<file path="src/rtl/alu_pkg.sv">
// Shared opcode encodings, FSM state type and decode helper for alu_pipe.
// Latency: none (declarations only).
// Backpressure: not applicable.
//
// Contents:
//   OP_ADD..OP_LTU : existing ISA opcodes (5 bits)
//   OP_DIVU/OP_REMU: iterative divide opcodes, meaningful only with ALU_DIV_EN
//   state_t        : control state {IDLE, DIV}
//   is_div_op()    : true for the two divide opcodes
package alu_pkg;

  localparam logic [4:0] OP_ADD  = 5'h00;
  localparam logic [4:0] OP_SUB  = 5'h01;
  localparam logic [4:0] OP_AND  = 5'h02;
  localparam logic [4:0] OP_OR   = 5'h03;
  localparam logic [4:0] OP_XOR  = 5'h04;
  localparam logic [4:0] OP_MUL  = 5'h05;
  localparam logic [4:0] OP_SHL  = 5'h06;
  localparam logic [4:0] OP_SHR  = 5'h07;
  localparam logic [4:0] OP_SHRA = 5'h08;
  localparam logic [4:0] OP_EQ   = 5'h09;
  localparam logic [4:0] OP_NEQ  = 5'h0A;
  localparam logic [4:0] OP_LT   = 5'h0B;
  localparam logic [4:0] OP_LE   = 5'h0C;
  localparam logic [4:0] OP_GT   = 5'h0D;
  localparam logic [4:0] OP_GE   = 5'h0E;
  localparam logic [4:0] OP_LTU  = 5'h0F;
  localparam logic [4:0] OP_DIVU = 5'h10;
  localparam logic [4:0] OP_REMU = 5'h11;

  typedef enum logic {
    IDLE = 1'b0,
    DIV  = 1'b1
  } state_t;

  function automatic logic is_div_op(input logic [4:0] op);
    return (op == OP_DIVU) || (op == OP_REMU);
  endfunction

endpackage

</file>
<file path="src/rtl/alu_div_iter.sv">
// Unsigned restoring divider, one quotient bit per cycle, MSB first.
// Latency: start edge loads operands, WIDTH iteration edges follow, done rises after the last one.
// Backpressure: none; done and the results hold until the next start.
//
// Ports:
//   clk, rst_n          : clock, async active-low reset
//   start               : load dividend/divisor and begin (ignored state is overwritten)
//   dividend, divisor   : WIDTH-bit unsigned operands, sampled on start
//   done                : quotient/remainder valid, cleared by the next start
//   quotient, remainder : results; divide by zero yields all-ones / dividend
module alu_div_iter #(
  parameter int WIDTH = 16
) (
  input  logic             clk,
  input  logic             rst_n,
  input  logic             start,
  input  logic [WIDTH-1:0] dividend,
  input  logic [WIDTH-1:0] divisor,
  output logic             done,
  output logic [WIDTH-1:0] quotient,
  output logic [WIDTH-1:0] remainder
);

  localparam int SHW = $clog2(WIDTH);

  logic             busy;
  logic [SHW-1:0]   cnt;
  logic [WIDTH-1:0] rem;
  logic [WIDTH-1:0] quo;
  logic [WIDTH-1:0] dvs;
  logic [WIDTH:0]   shifted;
  logic [WIDTH:0]   diff;
  logic             fits;

  // Partial remainder shifted left with the next dividend bit brought in.
  // A zero divisor always "fits", which naturally gives an all-ones quotient
  // and leaves the dividend as the remainder.
  assign shifted = {rem, quo[WIDTH-1]};
  assign diff    = shifted - {1'b0, dvs};
  assign fits    = !diff[WIDTH];

  always_ff @(posedge clk or negedge rst_n) begin
    if (!rst_n) begin
      busy <= 1'b0;
      done <= 1'b0;
      cnt  <= '0;
      rem  <= '0;
      quo  <= '0;
      dvs  <= '0;
    end else if (start) begin
      busy <= 1'b1;
      done <= 1'b0;
      cnt  <= SHW'(WIDTH - 1);
      rem  <= '0;
      quo  <= dividend;
      dvs  <= divisor;
    end else if (busy) begin
      // Remainder never exceeds the divisor, so WIDTH bits suffice.
      rem <= fits ? diff[WIDTH-1:0] : shifted[WIDTH-1:0];
      // quo doubles as the dividend shifter and the quotient accumulator.
      quo <= {quo[WIDTH-2:0], fits};
      if (cnt == '0) begin
        busy <= 1'b0;
        done <= 1'b1;
      end else begin
        cnt <= cnt - 1'b1;
      end
    end
  end

  assign quotient  = quo;
  assign remainder = rem;

endmodule

</file>
<file path="src/rtl/alu_pipe.sv">
// Registered ALU with valid/ready on both sides and an optional iterative divider (macro ALU_DIV_EN).
// Latency: non-divide result registered on the accept edge; divide result registered WIDTH+1 edges after accept.
// Backpressure: output register holds while out_ready=0; in_ready drops until it can drain, and during a divide.
//
// Ports:
//   clk, rst_n              : clock, async active-low reset
//   in_valid/in_ready       : operation handshake; opcode, a, b sampled on accept
//   opcode, a, b            : operation (alu_pkg encodings) and WIDTH-bit operands
//   out_valid/out_ready     : result handshake
//   result, zero            : registered result and result==0 flag
// Without ALU_DIV_EN the divider is absent and DIVU/REMU decode as undefined (result 0).
module alu_pipe
  import alu_pkg::*;
#(
  parameter int WIDTH = 16,
  parameter int SHW   = $clog2(WIDTH)
) (
  input  logic             clk,
  input  logic             rst_n,
  input  logic             in_valid,
  output logic             in_ready,
  input  logic [4:0]       opcode,
  input  logic [WIDTH-1:0] a,
  input  logic [WIDTH-1:0] b,
  output logic             out_valid,
  input  logic             out_ready,
  output logic [WIDTH-1:0] result,
  output logic             zero
);

  localparam logic [WIDTH-1:0] WIDTH_V = WIDTH'(WIDTH);

  logic [WIDTH-1:0] alu_res;
  logic             big_sh;
  logic [SHW-1:0]   shamt;
  logic             out_free;
  logic             accept;
  logic             acc_alu;

  // Shift amount is the whole of b; anything past WIDTH saturates.
  assign big_sh = (b >= WIDTH_V);
  assign shamt  = b[SHW-1:0];

  always_comb begin
    alu_res = '0;
    case (opcode)
      OP_ADD:  alu_res = a + b;
      OP_SUB:  alu_res = a - b;
      OP_AND:  alu_res = a & b;
      OP_OR:   alu_res = a | b;
      OP_XOR:  alu_res = a ^ b;
      // Low half of a product is identical for signed and unsigned operands.
      OP_MUL:  alu_res = a * b;
      OP_SHL:  alu_res = big_sh ? '0 : (a << shamt);
      OP_SHR:  alu_res = big_sh ? '0 : (a >> shamt);
      OP_SHRA: alu_res = big_sh ? {WIDTH{a[WIDTH-1]}} : ($signed(a) >>> shamt);
      OP_EQ:   alu_res = {{(WIDTH-1){1'b0}}, a == b};
      OP_NEQ:  alu_res = {{(WIDTH-1){1'b0}}, a != b};
      OP_LT:   alu_res = {{(WIDTH-1){1'b0}}, $signed(a) <  $signed(b)};
      OP_LE:   alu_res = {{(WIDTH-1){1'b0}}, $signed(a) <= $signed(b)};
      OP_GT:   alu_res = {{(WIDTH-1){1'b0}}, $signed(a) >  $signed(b)};
      OP_GE:   alu_res = {{(WIDTH-1){1'b0}}, $signed(a) >= $signed(b)};
      OP_LTU:  alu_res = {{(WIDTH-1){1'b0}}, a < b};
      default: alu_res = '0;
    endcase
  end

  // Output register can take a new value if empty or draining this edge.
  assign out_free = !out_valid || out_ready;
  assign accept   = in_valid && in_ready;

`ifdef ALU_DIV_EN
  state_t           state;
  logic             op_div;
  logic             acc_div;
  logic             div_fin;
  logic             div_done;
  logic             is_rem;
  logic [WIDTH-1:0] div_q;
  logic [WIDTH-1:0] div_r;
  logic [WIDTH-1:0] div_res;

  assign op_div   = is_div_op(opcode);
  assign in_ready = (state == IDLE) && out_free;
  assign acc_alu  = accept && !op_div;
  assign acc_div  = accept && op_div;
  // A finished divide waits in DIV until the output register is free.
  assign div_fin  = (state == DIV) && div_done && out_free;
  assign div_res  = is_rem ? div_r : div_q;

  alu_div_iter #(
    .WIDTH(WIDTH)
  ) u_div (
    .clk      (clk),
    .rst_n    (rst_n),
    .start    (acc_div),
    .dividend (a),
    .divisor  (b),
    .done     (div_done),
    .quotient (div_q),
    .remainder(div_r)
  );

  always_ff @(posedge clk or negedge rst_n) begin
    if (!rst_n) begin
      state  <= IDLE;
      is_rem <= 1'b0;
    end else begin
      case (state)
        IDLE: if (acc_div) begin
          state  <= DIV;
          is_rem <= (opcode == OP_REMU);
        end
        DIV:  if (div_fin) state <= IDLE;
        default: state <= IDLE;
      endcase
    end
  end
`else
  assign in_ready = out_free;
  assign acc_alu  = accept;
`endif

  always_ff @(posedge clk or negedge rst_n) begin
    if (!rst_n) begin
      out_valid <= 1'b0;
      result    <= '0;
      zero      <= 1'b0;
    end else if (acc_alu) begin
      out_valid <= 1'b1;
      result    <= alu_res;
      zero      <= (alu_res == '0);
`ifdef ALU_DIV_EN
    end else if (div_fin) begin
      out_valid <= 1'b1;
      result    <= div_res;
      zero      <= (div_res == '0);
`endif
    end else if (out_valid && out_ready) begin
      out_valid <= 1'b0;
    end
  end

endmodule

</file>
<file path="config.mk">
export PLATFORM = sky130hd
export DESIGN_NAME = alu_pipe
export DESIGN_NICKNAME = d
export VERILOG_FILES = /design/src/rtl/alu_pkg.sv /design/src/rtl/alu_div_iter.sv /design/src/rtl/alu_pipe.sv
export SDC_FILE = /design/constraint.sdc
export NUM_CORES = 1
export LEC_CHECK = 0
export CAP_MARGIN = 20
export CORE_MARGIN = 2
export CORE_UTILIZATION = 45
export CTS_BUF_LIST = sky130_fd_sc_hd__clkbuf_4
export DETAILED_ROUTE_END_ITERATION = 10
export PLACE_DENSITY = 0.65
export SYNTH_ARGS = -nofsm -noshare
export SYNTH_HDL_FRONTEND = slang
export SYNTH_HIERARCHICAL = 1
export SYNTH_SLANG_ARGS = --single-unit
</file>
<file path="constraint.sdc">
create_clock -name clk -period 7.35 [get_ports clk]
set_input_delay 0.735 -clock clk [delete_from_list [all_inputs] [get_ports clk]]
set_output_delay 0.735 -clock clk [all_outputs]
set_load 0.02 [all_outputs]
</file>
==> run_summary.xml, run 1 <==
<?xml version="1.0" encoding="UTF-8"?>
<metrics>
  <group name="yosys">
    <metric name="dominant_combinational_cell_family_by_area_after_synthesis" unit="">adder cells</metric>
    <metric name="synth_compound_gate_area_share" unit="%">18.8</metric>
    <metric name="synthDistinctLibCells" unit="">94</metric>
    <metric name="synthMuxAreaShare" unit="%">7.73</metric>
    <metric name="syn_area" unit="sq mm">0.00872</metric>
    <metric name="synth-edff-count" unit="">0</metric>
    <metric name="async_reset_ff_share" unit="%">100</metric>
    <metric name="ys_top_cells_by_area" unit="">sky130_fd_sc_hd__fa_1 19%, sky130_fd_sc_hd__ha_1 14%, sky130_fd_sc_hd__inv_1 6.8%, sky130_fd_sc_hd__nand2_1 5.5%, sky130_fd_sc_hd__dfrtp_1 5.2%</metric>
    <metric name="seq_area_frac_synth" unit="%">5.16</metric>
    <metric name="synthAdderAreaFrac" unit="%">32.9</metric>
    <metric name="syn-instance-count" unit="">1107</metric>
    <metric name="post_synth_top_area_share" unit="%">18.6</metric>
    <metric name="post_synth_and_or_nand_nor_area_fraction" unit="%">19.9</metric>
    <metric name="synth_top_cell_by_area" unit="">sky130_fd_sc_hd__fa_1</metric>
    <metric name="avgSynthCellArea" unit="sq um">7.88</metric>
    <metric name="synth-xor-area-share" unit="%">4.78</metric>
    <metric name="synth.ff_latch_count" unit="">18</metric>
    <metric name="syn_nets" unit="">1329</metric>
    <metric name="synth_flop_cell" unit="">sky130_fd_sc_hd__dfrtp_1</metric>
    <metric name="ys_warn_count" unit="">6</metric>
  </group>
  <group name="grt">
    <metric name="first_global_vias" unit="">8466</metric>
    <metric name="grt_max_degree" unit="">42</metric>
    <metric name="grt_use_total" unit="%">33.0</metric>
    <metric name="initial_antenna_violation_count" unit="">1</metric>
    <metric name="grt_first_pass_wirelength" unit="um">50700</metric>
    <metric name="overflow" unit="">0</metric>
  </group>
  <group name="detailed_routing">
    <metric name="antenna_violating_nets_post_route" unit="">0</metric>
    <metric name="detail_route.iter0.violations" unit="">911</metric>
    <metric name="wirelength" unit="um">33300</metric>
    <metric name="detailed_route_drc_error_count" unit="">0</metric>
    <metric name="routed_via_density" unit="">6.12</metric>
    <metric name="via_count" unit="">8660</metric>
    <metric name="routed_wire_length_per_instance" unit="um">23.6</metric>
    <metric name="dr_pass1_iterations" unit="">6</metric>
  </group>
  <group name="finish">
    <metric name="finalNetCount" unit="">1378</metric>
    <metric name="ratio_of_cells_with_drive_above_1_in_the_final_layout" unit="%">8.67</metric>
    <metric name="synthToLayoutAreaGrowth" unit="%">10.9</metric>
    <metric name="layoutNonFillerInstCount" unit="">1414</metric>
    <metric name="num_antenna_cells" unit="">0</metric>
  </group>
  <group name="sta">
    <metric name="fin_worst_skew" unit="ps">2.77</metric>
    <metric name="final_min_period_over_clock_period" unit="%">95.3</metric>
    <metric name="report.final.slew_viol_count" unit="">0</metric>
    <metric name="setup-tns-final" unit="ps">0</metric>
    <metric name="slew-limit-headroom" unit="%">30.0</metric>
    <metric name="setup_repair_after_global_routing_missed_its_margin" unit="">false</metric>
    <metric name="fmax" unit="GHz">0.143</metric>
    <metric name="finalSetupViolCount" unit="">0</metric>
    <metric name="period_needed" unit="ps">7000</metric>
    <metric name="worst_slew_pin_slew" unit="ps">1050</metric>
    <metric name="finalHoldViolations" unit="">0</metric>
    <metric name="hold-worst-slack" unit="ps">488</metric>
  </group>
  <group name="placement">
    <metric name="place.port_buffers" unit="">59</metric>
    <metric name="dpl.cell_count" unit="">1411</metric>
    <metric name="gp_congestion" unit="">1.02</metric>
    <metric name="detailedPlacementHpwl" unit="um">27600</metric>
  </group>
  <group name="critical_path">
    <metric name="category_of_the_worst_setup_path_capture_point" unit="">flip-flop</metric>
    <metric name="critical_path.top_delay_family" unit="">adder cells</metric>
    <metric name="worst_path_maximum_fanout" unit="">6</metric>
    <metric name="critical_path.startpoint_type" unit="">primary input</metric>
    <metric name="worst-endpoint-arrival" unit="ps">7200</metric>
    <metric name="crit_chain" unit="">clkdlybuf4s50_1 &gt; ha_1 &gt; inv_1 &gt; fa_1 &gt; fa_1 &gt; inv_1 &gt; ha_1 &gt; inv_1 &gt; fa_1 &gt; inv_1 &gt; ha_1 &gt; inv_1 &gt; fa_1 &gt; inv_1 &gt; ha_1 &gt; o21a_1 &gt; o31a_1 &gt; o221ai_1 &gt; o21ai_0 &gt; a31oi_1 &gt; xnor2_1 &gt; a211oi_1 &gt; o21ai_0 &gt; o41ai_2</metric>
    <metric name="timing.setup.critical_path_class" unit="">in2reg</metric>
    <metric name="critPathMostFrequentCell" unit="">sky130_fd_sc_hd__inv_1</metric>
    <metric name="cp.buffers_inverters" unit="">7</metric>
    <metric name="cp_slowest_stage_delay" unit="ps">740</metric>
    <metric name="critical_path_required" unit="ps">7550</metric>
    <metric name="slowest_stage" unit="">sky130_fd_sc_hd__clkdlybuf4s50_1</metric>
  </group>
  <group name="clock_tree">
    <metric name="cts.sink_count" unit="">18</metric>
    <metric name="cts.clk_slew.worst_paths" unit="ps">100</metric>
    <metric name="post-cts-setup-buffers" unit="">0</metric>
    <metric name="cts_tree" unit="">yes</metric>
    <metric name="htree_levels" unit="">1</metric>
    <metric name="holdBufCountCts" unit="">0</metric>
    <metric name="cts_made_buffers" unit="">3</metric>
    <metric name="number_of_gates_given_a_new_drive_strength_after_cts" unit="">0</metric>
    <metric name="cts-root-to-sink-buffers" unit="">2</metric>
    <metric name="cts-root-buf" unit="">sky130_fd_sc_hd__clkbuf_4</metric>
    <metric name="clock_insertion_delay_worst_skew" unit="ps">300</metric>
  </group>
  <group name="floorplan">
    <metric name="initial_utilization" unit="%">46.2</metric>
    <metric name="chip_width" unit="um">143</metric>
    <metric name="boundaryPins" unit="">60</metric>
    <metric name="die_area" unit="sq mm">0.0205</metric>
    <metric name="floorplan.core_area" unit="sq mm">0.0189</metric>
    <metric name="number_of_rows_created_at_floorplan" unit="">50</metric>
    <metric name="die-height" unit="um">143</metric>
  </group>
  <group name="pwr">
    <metric name="power.sequential.fraction" unit="%">5.6</metric>
    <metric name="vdd.ir_drop.worst" unit="V">0.000363</metric>
    <metric name="leakage" unit="nW">4.47</metric>
    <metric name="cell_internal_pwr" unit="mW">0.958</metric>
    <metric name="total_design_power" unit="mW">2.26</metric>
    <metric name="power.share.combinational" unit="%">92.3</metric>
    <metric name="power.density_cell_area" unit="mW/mm^2">234</metric>
    <metric name="power_frac_clock" unit="%">2.2</metric>
    <metric name="total_switching_power" unit="mW">1.30</metric>
    <metric name="sw_frac_of_total" unit="%">57.7</metric>
  </group>
  <group name="run_status">
    <metric name="run_status" unit="">complete, no violations</metric>
  </group>
  <group name="worst_hold_path">
    <metric name="hold_class" unit="">reg2reg</metric>
  </group>
  <group name="run">
    <metric name="cap_violations" unit="">0</metric>
  </group>
</metrics>
==> power groups by stage <==
stage          clock network, mW  logic [mW]  registers [mW]
2_1_floorplan                  0        1.37           0.150
3_5_place_dp                   0        2.06           0.128
6_report                  0.0495        2.09           0.126
4_1_cts                   0.0517        2.08           0.126
5_1_grt                   0.0587        2.30           0.128
3_3_place_gp                   0        2.05           0.127
==> per-stage QoR <==
stage	setup WS, ps	area [sq um]	util, %
finish	346	9680	51.2
global placement	191	9660	51.1
floorplan	874	8720	-
detailed placement	139	9660	51.1
global route	104	9680	51.2
CTS	444	9680	51.2
==> routing by layer <==
metal,track usage (%),routed length (um),vias up
met5,0,0,-
met4,14.8,1810,0
met3,7.34,3350,80
met2,49.2,14000,492
met1,45.8,14200,4177
li1,-,-,3911
==> worst paths after layout <==
kind	cells after the start	to	slack [ps]	startpoint
max	24	zero$_DFFE_PN0P_	350	a[3]
min in group asynchronous	1	result[4]$_DFFE_PN0P_	900	rst_n
min	2	result[11]$_DFFE_PN0P_	490	result[11]$_DFFE_PN0P_
max reg2reg	9	zero$_DFFE_PN0P_	4400	out_valid$_DFFE_PN0P_
max in group asynchronous	1	result[13]$_DFFE_PN0P_	5950	rst_n
min reg2reg	2	result[11]$_DFFE_PN0P_	490	result[11]$_DFFE_PN0P_
==> logic make-up (layout without fill, tap and decap cells) <==
kind of cell,count (synthesis),in the layout
AND/OR/NAND/NOR,372,372
buffers and inverters,224,271
AO/OA/AOI/OAI,223,223
adder cells (fa/ha/maj),181,181
XOR/XNOR,46,46
multiplexers,43,43
flip-flops,18,18
==> state kept, by name, summed over array words and instances (netlist names) <==
register	cells
result	16
zero	1
out_valid	1
==> area by class of cell <==
cell class              count  area, sq um
fillers                  1958         9220
repair buffers            105          926
multi-input cells         865         7340
clock buffers               3         22.5
inverters                 163          612
well taps                 260          325
flip-flops and latches     18          450
==> placed cells by master (no fill, tap or decap), types with 16 or more instances in the layout <==
cell,instances
sky130_fd_sc_hd__o21ai_0,42
sky130_fd_sc_hd__mux2i_1,16
sky130_fd_sc_hd__inv_1,158
sky130_fd_sc_hd__nor3_1,22
sky130_fd_sc_hd__clkdlybuf4s50_1,57
sky130_fd_sc_hd__fa_1,81
sky130_fd_sc_hd__dfrtp_1,18
sky130_fd_sc_hd__nor2_1,117
sky130_fd_sc_hd__nand3_1,22
sky130_fd_sc_hd__xnor2_1,33
sky130_fd_sc_hd__nand2_1,127
sky130_fd_sc_hd__a21oi_1,29
sky130_fd_sc_hd__ha_1,100
sky130_fd_sc_hd__buf_4,46
==> cells in the mapped netlist, drive strengths merged (6+ instances only) <==
cell type / n
nand4: 7
a21oi: 29
nor4: 14
clkbuf: 31
o21ai: 43
inv: 160
a221oi: 11
mux2i: 17
o22ai: 7
a2111oi: 6
o211ai: 8
mux4: 16
nand2: 127
buf: 30
nor2b: 13
a22oi: 6
xnor2: 33
o221ai: 8
o21a: 8
a31oi: 9
dfrtp: 18
o31ai: 7
a211oi: 15
xor2: 12
a21o: 11
nand2b: 13
nor2: 121
mux2: 10
nand3: 22
nor3: 23
ha: 100
fa: 81
o2111ai: 8
or3: 9
==> tightest hold or removal path: stages (launching register included) <==
cell,delay (ps)
sky130_fd_sc_hd__dfrtp_1,360
sky130_fd_sc_hd__nand2_1,50
sky130_fd_sc_hd__o21ai_0,60
Power figures use the tool's default switching activity.
==> run 2: changes to the inputs <==
--- a/config.mk
+++ b/config.mk
@@ -6,6 +6,7 @@
 export NUM_CORES = 1
 export LEC_CHECK = 0
 export CAP_MARGIN = 20
+export CORE_ASPECT_RATIO = 1.4
 export CORE_MARGIN = 2
 export CORE_UTILIZATION = 45
 export CTS_BUF_LIST = sky130_fd_sc_hd__clkbuf_4
==> constraint.sdc (replaced) <==
create_clock -name clk -period 7.35 [get_ports clk]
set_input_delay 1.47 -clock clk [delete_from_list [all_inputs] [get_ports clk]]
set_output_delay 1.47 -clock clk [all_outputs]
set_load 0.02 [all_outputs]
==> run 2 against run 1 <==
Wire length increased by 1.8%. Largest power group unchanged. Maximum frequency fell by 2.1%. Combinational power up 25%. Critical endpoint unchanged. Via count is 3.6% higher. Clock power up 4.4%. Critical path depth decreased by 3. Clock skew rose by 3.0 ps. Sequential power hardly changed. Worst setup slack worse by 150 ps.
==> run_summary.xml, run 2 (same netlist as run 1, synthesis figures left out) <==
<?xml version="1.0" encoding="UTF-8"?>
<metrics>
  <group name="finish">
    <metric name="layout.area.seq" unit="sq um">450</metric>
    <metric name="num_antenna_cells" unit="">0</metric>
    <metric name="final_cell_mix" unit="">154 x sky130_fd_sc_hd__inv_1, 135 x sky130_fd_sc_hd__buf_4, 126 x sky130_fd_sc_hd__nand2_1</metric>
    <metric name="layoutNonFillerInstCount" unit="">1494</metric>
    <metric name="finalNetCount" unit="">1470</metric>
    <metric name="synthToLayoutAreaGrowth" unit="%">19.8</metric>
    <metric name="mostFrequentLayoutCell" unit="">sky130_fd_sc_hd__inv_1</metric>
    <metric name="largestRegisters" unit="">result x16, out_valid x1, zero x1</metric>
    <metric name="max_ffs_per_register" unit="">16</metric>
    <metric name="multiInputGateArea" unit="sq mm">0.00740</metric>
    <metric name="num-fill-cells" unit="">1874</metric>
    <metric name="ratio_of_cells_with_drive_above_1_in_the_final_layout" unit="%">16.9</metric>
    <metric name="finish.instance_area" unit="sq mm">0.0105</metric>
    <metric name="most_flop_heavy_register" unit="">result</metric>
    <metric name="finalCoreUtilization" unit="%">54.6</metric>
  </group>
  <group name="clock_tree">
    <metric name="cts.clk_slew.worst_paths" unit="ps">100</metric>
    <metric name="cts_tree" unit="">yes</metric>
    <metric name="cts-root-buf" unit="">sky130_fd_sc_hd__clkbuf_4</metric>
    <metric name="holdBufCountCts" unit="">0</metric>
    <metric name="clock_insertion_delay_worst_skew" unit="ps">310</metric>
    <metric name="cts.sink_count" unit="">18</metric>
    <metric name="cts-root-to-sink-buffers" unit="">2</metric>
    <metric name="htree_levels" unit="">1</metric>
    <metric name="cts_made_buffers" unit="">3</metric>
  </group>
  <group name="placement">
    <metric name="place.port_buffers" unit="">59</metric>
    <metric name="gp_congestion" unit="">1.04</metric>
    <metric name="dpl.cell_count" unit="">1485</metric>
    <metric name="detailedPlacementHpwl" unit="um">28900</metric>
    <metric name="detailed_place.area" unit="sq mm">0.0103</metric>
  </group>
  <group name="floorplan">
    <metric name="die_area" unit="sq mm">0.0205</metric>
    <metric name="initial_utilization" unit="%">45.6</metric>
    <metric name="floorplan.core_area" unit="sq mm">0.0191</metric>
    <metric name="boundaryPins" unit="">60</metric>
    <metric name="number_of_rows_created_at_floorplan" unit="">60</metric>
    <metric name="die-height" unit="um">169</metric>
    <metric name="chip_width" unit="um">122</metric>
  </group>
  <group name="sta">
    <metric name="slew-limit-headroom" unit="%">30.6</metric>
    <metric name="final_min_period_over_clock_period" unit="%">97.3</metric>
    <metric name="worst_slew_pin_slew" unit="ps">1040</metric>
    <metric name="period_needed" unit="ps">7150</metric>
    <metric name="fmax" unit="GHz">0.140</metric>
    <metric name="finalHoldViolations" unit="">0</metric>
    <metric name="fin_worst_skew" unit="ps">5.81</metric>
    <metric name="report.final.slew_viol_count" unit="">0</metric>
    <metric name="finalSetupViolCount" unit="">0</metric>
  </group>
  <group name="detailed_routing">
    <metric name="routed_via_density" unit="">6.00</metric>
    <metric name="detailed_route_drc_error_count" unit="">0</metric>
    <metric name="via_count" unit="">8970</metric>
    <metric name="detail_route.iter0.violations" unit="">823</metric>
    <metric name="dr_pass1_iterations" unit="">6</metric>
    <metric name="routed_wire_length_per_instance" unit="um">22.7</metric>
    <metric name="antenna_violating_nets_post_route" unit="">0</metric>
    <metric name="wirelength" unit="um">33900</metric>
  </group>
  <group name="grt">
    <metric name="initial_antenna_violation_count" unit="">0</metric>
    <metric name="first_global_vias" unit="">9124</metric>
    <metric name="grt_max_degree" unit="">29</metric>
    <metric name="grt_use_total" unit="%">33.6</metric>
    <metric name="grt_first_pass_wirelength" unit="um">52400</metric>
    <metric name="overflow" unit="">0</metric>
  </group>
  <group name="critical_path">
    <metric name="critical_path_required" unit="ps">7560</metric>
    <metric name="category_of_the_worst_setup_path_capture_point" unit="">flip-flop</metric>
    <metric name="critical_path.startpoint_type" unit="">primary input</metric>
    <metric name="r2r_setup_slack" unit="ps">4360</metric>
    <metric name="worst-endpoint-arrival" unit="ps">7360</metric>
    <metric name="worst_path_maximum_fanout" unit="">3</metric>
    <metric name="timing.setup.critical_path_class" unit="">in2reg</metric>
  </group>
  <group name="pwr">
    <metric name="power.sequential.fraction" unit="%">4.5</metric>
    <metric name="power_frac_clock" unit="%">1.9</metric>
    <metric name="power.density_cell_area" unit="mW/mm^2">266</metric>
    <metric name="power.share.combinational" unit="%">93.6</metric>
    <metric name="total_switching_power" unit="mW">1.45</metric>
    <metric name="leakage" unit="nW">4.97</metric>
    <metric name="cell_internal_pwr" unit="mW">1.34</metric>
    <metric name="vdd.ir_drop.worst" unit="V">0.000754</metric>
    <metric name="sw_frac_of_total" unit="%">52.0</metric>
    <metric name="total_design_power" unit="mW">2.78</metric>
  </group>
  <group name="worst_hold_path">
    <metric name="hold_class" unit="">reg2reg</metric>
  </group>
  <group name="run_status">
    <metric name="run_status" unit="">complete, no violations</metric>
  </group>
  <group name="run">
    <metric name="cap_violations" unit="">0</metric>
  </group>
</metrics>
[run 2: worst paths after layout]
kind,cells past startpoint,from,end
setup / recovery,21,a[7],zero$_DFFE_PN0P_
min in group asynchronous,1,rst_n,result[3]$_DFFE_PN0P_
setup reg to reg,9,out_valid$_DFFE_PN0P_,zero$_DFFE_PN0P_
hold reg to reg,2,result[10]$_DFFE_PN0P_,result[10]$_DFFE_PN0P_
max in group asynchronous,1,rst_n,result[13]$_DFFE_PN0P_
hold / removal,2,result[10]$_DFFE_PN0P_,result[10]$_DFFE_PN0P_
[run 2: area by class of cell]
type / instances / area share, %
Tap cell: 248 / 2.97
Inverter: 163 / 5.89
Sequential cell: 18 / 4.31
Timing Repair Buffer: 197 / 15.8
Clock buffer: 3 / 0.215
Multi-Input combinational cell: 865 / 70.8
[run 2: per-stage QoR]
stage	hold WS (ps)	setup WS [ps]	setup TNS [ps]
after global placement	459	-260	-563
after CTS	490	7.13	0
final	483	200	0
after detailed placement	461	-324	-720
after global routing	497	-7.95	-7.95
after floorplan	579	139	0
[run 2: repair_timing]
action | 4_1_cts | 5_1_grt
gates resized for setup | 1 | 29
cloned | 0 | 0
pin swaps | 0 | 8
setup buffers | 0 | 6
setup endpoints to repair | 2 | 4
[run 2: worst max-delay path, cell delays in order]
cell and delay (ps):
sky130_fd_sc_hd__clkdlybuf4s50_1 490, sky130_fd_sc_hd__buf_4 140, sky130_fd_sc_hd__ha_1 210, sky130_fd_sc_hd__inv_1 80, sky130_fd_sc_hd__fa_1 510, sky130_fd_sc_hd__fa_1 520
sky130_fd_sc_hd__inv_1 50, sky130_fd_sc_hd__fa_1 500, sky130_fd_sc_hd__fa_1 490, sky130_fd_sc_hd__inv_1 50, sky130_fd_sc_hd__fa_1 460, sky130_fd_sc_hd__fa_1 420
sky130_fd_sc_hd__xnor2_2 160, sky130_fd_sc_hd__xnor2_1 140, sky130_fd_sc_hd__xnor2_1 200, sky130_fd_sc_hd__xnor2_1 150, sky130_fd_sc_hd__xnor3_1 420, sky130_fd_sc_hd__xnor2_1 180
sky130_fd_sc_hd__a211oi_2 270, sky130_fd_sc_hd__o21ai_1 140, sky130_fd_sc_hd__o41ai_2 310
[run 2: power groups by stage]
stage	Sequential (mW)	Clock (mW)	Combinational [mW]
after CTS	0.126	0.0525	2.51
final	0.125	0.0517	2.61
after floorplan	0.150	0	1.37
after detailed placement	0.128	0	2.48
after global placement	0.127	0	2.45
after global routing	0.128	0.0560	2.83
[run 2: per-layer routing]
metal  wire [um]  GRT usage (%)  part of all wire, %
met5           0              0                    0
met3        2280           3.77                  6.7
met2       16400           57.8                   48
met1       12400           39.5                   37
met4        2750           21.4                  8.1
==> run 3: changes to the inputs <==
--- a/config.mk
+++ b/config.mk
@@ -6,7 +6,7 @@
 export NUM_CORES = 1
 export LEC_CHECK = 0
 export CAP_MARGIN = 20
-export CORE_ASPECT_RATIO = 1.4
+export CORE_ASPECT_RATIO = 0.5
 export CORE_MARGIN = 2
 export CORE_UTILIZATION = 45
 export CTS_BUF_LIST = sky130_fd_sc_hd__clkbuf_4
==> run 3 against run 2 <==
Worst setup slack better by 32 ps. Sequential cell count unchanged. Critical path type unchanged. Largest power group unchanged. Die area up 0.25%. Worst hold slack better by 2.5 ps. Final area up 0.65%. Maximum frequency up 0.45%. Critical path depth unchanged. Total power up 8.5%. Highest routed layer unchanged. Register-to-register slack worse by 120 ps. First-iteration DRC count up 22%.
==> run_summary.xml, run 3 (same netlist as run 1, synthesis figures left out) <==
<?xml version="1.0" encoding="UTF-8"?>
<metrics>
  <group name="run_status">
    <metric name="run_status" unit="">complete, no violations</metric>
  </group>
  <group name="sta">
    <metric name="worst_slew_pin_slew" unit="ps">938</metric>
    <metric name="fin_worst_skew" unit="ps">2.41</metric>
    <metric name="report.final.slew_viol_count" unit="">0</metric>
    <metric name="final_min_period_over_clock_period" unit="%">96.8</metric>
    <metric name="fmax" unit="GHz">0.140</metric>
    <metric name="period_needed" unit="ps">7120</metric>
    <metric name="finalSetupViolCount" unit="">0</metric>
    <metric name="hold-worst-slack" unit="ps">486</metric>
    <metric name="slew-limit-headroom" unit="%">37.2</metric>
    <metric name="setup_slack" unit="ps">232</metric>
    <metric name="finalHoldViolations" unit="">0</metric>
  </group>
  <group name="grt">
    <metric name="overflow" unit="">0</metric>
    <metric name="grt_use_total" unit="%">35.8</metric>
    <metric name="grt_max_degree" unit="">29</metric>
    <metric name="first_global_vias" unit="">8799</metric>
    <metric name="initial_antenna_violation_count" unit="">0</metric>
    <metric name="grt_first_pass_wirelength" unit="um">55000</metric>
  </group>
  <group name="clock_tree">
    <metric name="clock_insertion_delay_worst_skew" unit="ps">280</metric>
    <metric name="cts-root-to-sink-buffers" unit="">2</metric>
    <metric name="cts.clk_slew.worst_paths" unit="ps">100</metric>
    <metric name="holdBufCountCts" unit="">0</metric>
    <metric name="cts_made_buffers" unit="">3</metric>
    <metric name="htree_levels" unit="">1</metric>
    <metric name="cts-root-buf" unit="">sky130_fd_sc_hd__clkbuf_4</metric>
    <metric name="cts_tree" unit="">yes</metric>
    <metric name="cts.sink_count" unit="">18</metric>
  </group>
  <group name="floorplan">
    <metric name="die-height" unit="um">102</metric>
    <metric name="number_of_rows_created_at_floorplan" unit="">35</metric>
    <metric name="die_area" unit="sq mm">0.0206</metric>
    <metric name="boundaryPins" unit="">60</metric>
    <metric name="chip_width" unit="um">201</metric>
    <metric name="initial_utilization" unit="%">46.7</metric>
    <metric name="floorplan.core_area" unit="sq mm">0.0187</metric>
  </group>
  <group name="critical_path">
    <metric name="r2r_setup_slack" unit="ps">4240</metric>
    <metric name="r2r-end" unit="">zero$_DFFE_PN0P_</metric>
    <metric name="worstReg2RegStart" unit="">out_valid$_DFFE_PN0P_</metric>
    <metric name="worstSetupEndpoint" unit="">zero$_DFFE_PN0P_</metric>
    <metric name="worst_r2r_path_depth" unit="">9</metric>
    <metric name="cp-startpoint" unit="">a[2]</metric>
    <metric name="critical_path_required" unit="ps">7540</metric>
    <metric name="worst_path_maximum_fanout" unit="">6</metric>
    <metric name="critical_path.startpoint_type" unit="">primary input</metric>
    <metric name="timing.setup.critical_path_class" unit="">in2reg</metric>
    <metric name="worst-endpoint-arrival" unit="ps">7310</metric>
    <metric name="category_of_the_worst_setup_path_capture_point" unit="">flip-flop</metric>
  </group>
  <group name="pwr">
    <metric name="total_switching_power" unit="mW">1.64</metric>
    <metric name="sw_frac_of_total" unit="%">54.2</metric>
    <metric name="power_frac_clock" unit="%">1.6</metric>
    <metric name="power.sequential.fraction" unit="%">4.2</metric>
    <metric name="total_design_power" unit="mW">3.02</metric>
    <metric name="power.share.combinational" unit="%">94.3</metric>
    <metric name="power.density_cell_area" unit="mW/mm^2">287</metric>
    <metric name="vdd.ir_drop.worst" unit="V">0.00112</metric>
    <metric name="leakage" unit="nW">5.03</metric>
    <metric name="cell_internal_pwr" unit="mW">1.38</metric>
  </group>
  <group name="detailed_routing">
    <metric name="dr_pass1_iterations" unit="">5</metric>
    <metric name="routed_wire_length_per_instance" unit="um">23.9</metric>
    <metric name="via_count" unit="">9175</metric>
    <metric name="detail_route.iter0.violations" unit="">1001</metric>
    <metric name="routed_via_density" unit="">6.08</metric>
    <metric name="antenna_violating_nets_post_route" unit="">0</metric>
    <metric name="detailed_route_drc_error_count" unit="">0</metric>
    <metric name="wirelength" unit="um">36100</metric>
  </group>
  <group name="placement">
    <metric name="detailedPlacementHpwl" unit="um">30500</metric>
    <metric name="gp_congestion" unit="">1.01</metric>
    <metric name="place.port_buffers" unit="">59</metric>
    <metric name="dpl.cell_count" unit="">1503</metric>
    <metric name="preCtsSetupSlack" unit="ps">-513</metric>
  </group>
  <group name="finish">
    <metric name="most_flop_heavy_register" unit="">result</metric>
    <metric name="synthToLayoutAreaGrowth" unit="%">20.6</metric>
    <metric name="final_cell_mix" unit="">153 x sky130_fd_sc_hd__inv_1, 138 x sky130_fd_sc_hd__buf_4, 127 x sky130_fd_sc_hd__nand2_1</metric>
    <metric name="ratio_of_cells_with_drive_above_1_in_the_final_layout" unit="%">17.5</metric>
    <metric name="num-fill-cells" unit="">1803</metric>
    <metric name="max_ffs_per_register" unit="">16</metric>
    <metric name="finalNetCount" unit="">1473</metric>
    <metric name="mostFrequentLayoutCell" unit="">sky130_fd_sc_hd__inv_1</metric>
    <metric name="largestRegisters" unit="">result x16, out_valid x1, zero x1</metric>
    <metric name="num_antenna_cells" unit="">0</metric>
    <metric name="layoutNonFillerInstCount" unit="">1509</metric>
  </group>
  <group name="worst_hold_path">
    <metric name="hold_class" unit="">reg2reg</metric>
  </group>
  <group name="run">
    <metric name="cap_violations" unit="">0</metric>
  </group>
</metrics>
-- run 3: what timing repair did --
| action | in CTS | in global routing |
|---|---|---|
| pin swaps | 0 | 16 |
| buffers inserted | 0 | 2 |
| gates resized for setup | 9 | 35 |
| endpoints found under the hold margin | 0 | 0 |
| endpoints found under the setup margin | 2 | 3 |
-- run 3: final cells by class --
class / instances / area, sq um / area share (%)
Multi-Input combinational cell: 865 / 7430 / 70.7
Timing Repair Buffer: 200 / 1670 / 15.9
Inverter: 163 / 614 / 5.84
Sequential cell: 18 / 450 / 4.28
Tap cell: 259 / 324 / 3.08
Clock buffer: 3 / 22.5 / 0.214
Clock inverter: 1 / 3.75 / 0.0357
-- run 3: worst max-delay path: stages --
cell	delay [ps]
sky130_fd_sc_hd__clkdlybuf4s50_1	440
sky130_fd_sc_hd__buf_4	170
sky130_fd_sc_hd__buf_4	150
sky130_fd_sc_hd__ha_1	260
sky130_fd_sc_hd__fa_1	500
sky130_fd_sc_hd__ha_1	210
sky130_fd_sc_hd__ha_1	190
sky130_fd_sc_hd__fa_1	440
sky130_fd_sc_hd__ha_1	280
sky130_fd_sc_hd__inv_1	40
sky130_fd_sc_hd__fa_1	490
sky130_fd_sc_hd__inv_1	50
sky130_fd_sc_hd__ha_1	300
sky130_fd_sc_hd__buf_4	150
sky130_fd_sc_hd__xor2_1	240
sky130_fd_sc_hd__a221oi_2	350
sky130_fd_sc_hd__o2111ai_1	170
sky130_fd_sc_hd__or4_1	600
sky130_fd_sc_hd__nor4_2	340
sky130_fd_sc_hd__nand4_1	140
sky130_fd_sc_hd__o41ai_2	320
-- run 3: worst min-delay path by stage --
stage                                 from                      to  cells past startpoint
finish              result[10]$_DFFE_PN0P_  result[10]$_DFFE_PN0P_                      2
global route        result[10]$_DFFE_PN0P_  result[10]$_DFFE_PN0P_                      2
CTS                 result[10]$_DFFE_PN0P_  result[10]$_DFFE_PN0P_                      2
detailed placement  result[10]$_DFFE_PN0P_  result[10]$_DFFE_PN0P_                      2
global placement    result[10]$_DFFE_PN0P_  result[10]$_DFFE_PN0P_                      2
floorplan           result[10]$_DFFE_PN0P_  result[10]$_DFFE_PN0P_                      2
-- run 3: metal layers --
metal	routed length, um	track usage, %
met1	16400	53.0
met3	4710	9.15
met4	663	6.44
met2	14300	52.7
met5	0	0
-- run 3: per-stage QoR --
| step | utilization [%] | area [sq um] | setup TNS [ps] |
|---|---|---|---|
| 6_report | 56.3 | 10500 | 0 |
| 5_1_grt | 56.3 | 10500 | -24.4 |
| 4_1_cts | 55.6 | 10400 | 0 |
| 3_5_place_dp | 55.4 | 10400 | -1310 |
| 3_3_place_gp | 55.4 | 10400 | -1150 |
| 2_1_floorplan | - | 8720 | 0 |
-- run 3: power groups by stage --
stage	clock network [mW]	registers [mW]	logic, mW
2_1_floorplan	0	0.150	1.37
3_3_place_gp	0	0.127	2.66
3_5_place_dp	0	0.128	2.68
4_1_cts	0.0504	0.126	2.72
5_1_grt	0.0546	0.129	3.12
6_report	0.0478	0.126	2.85
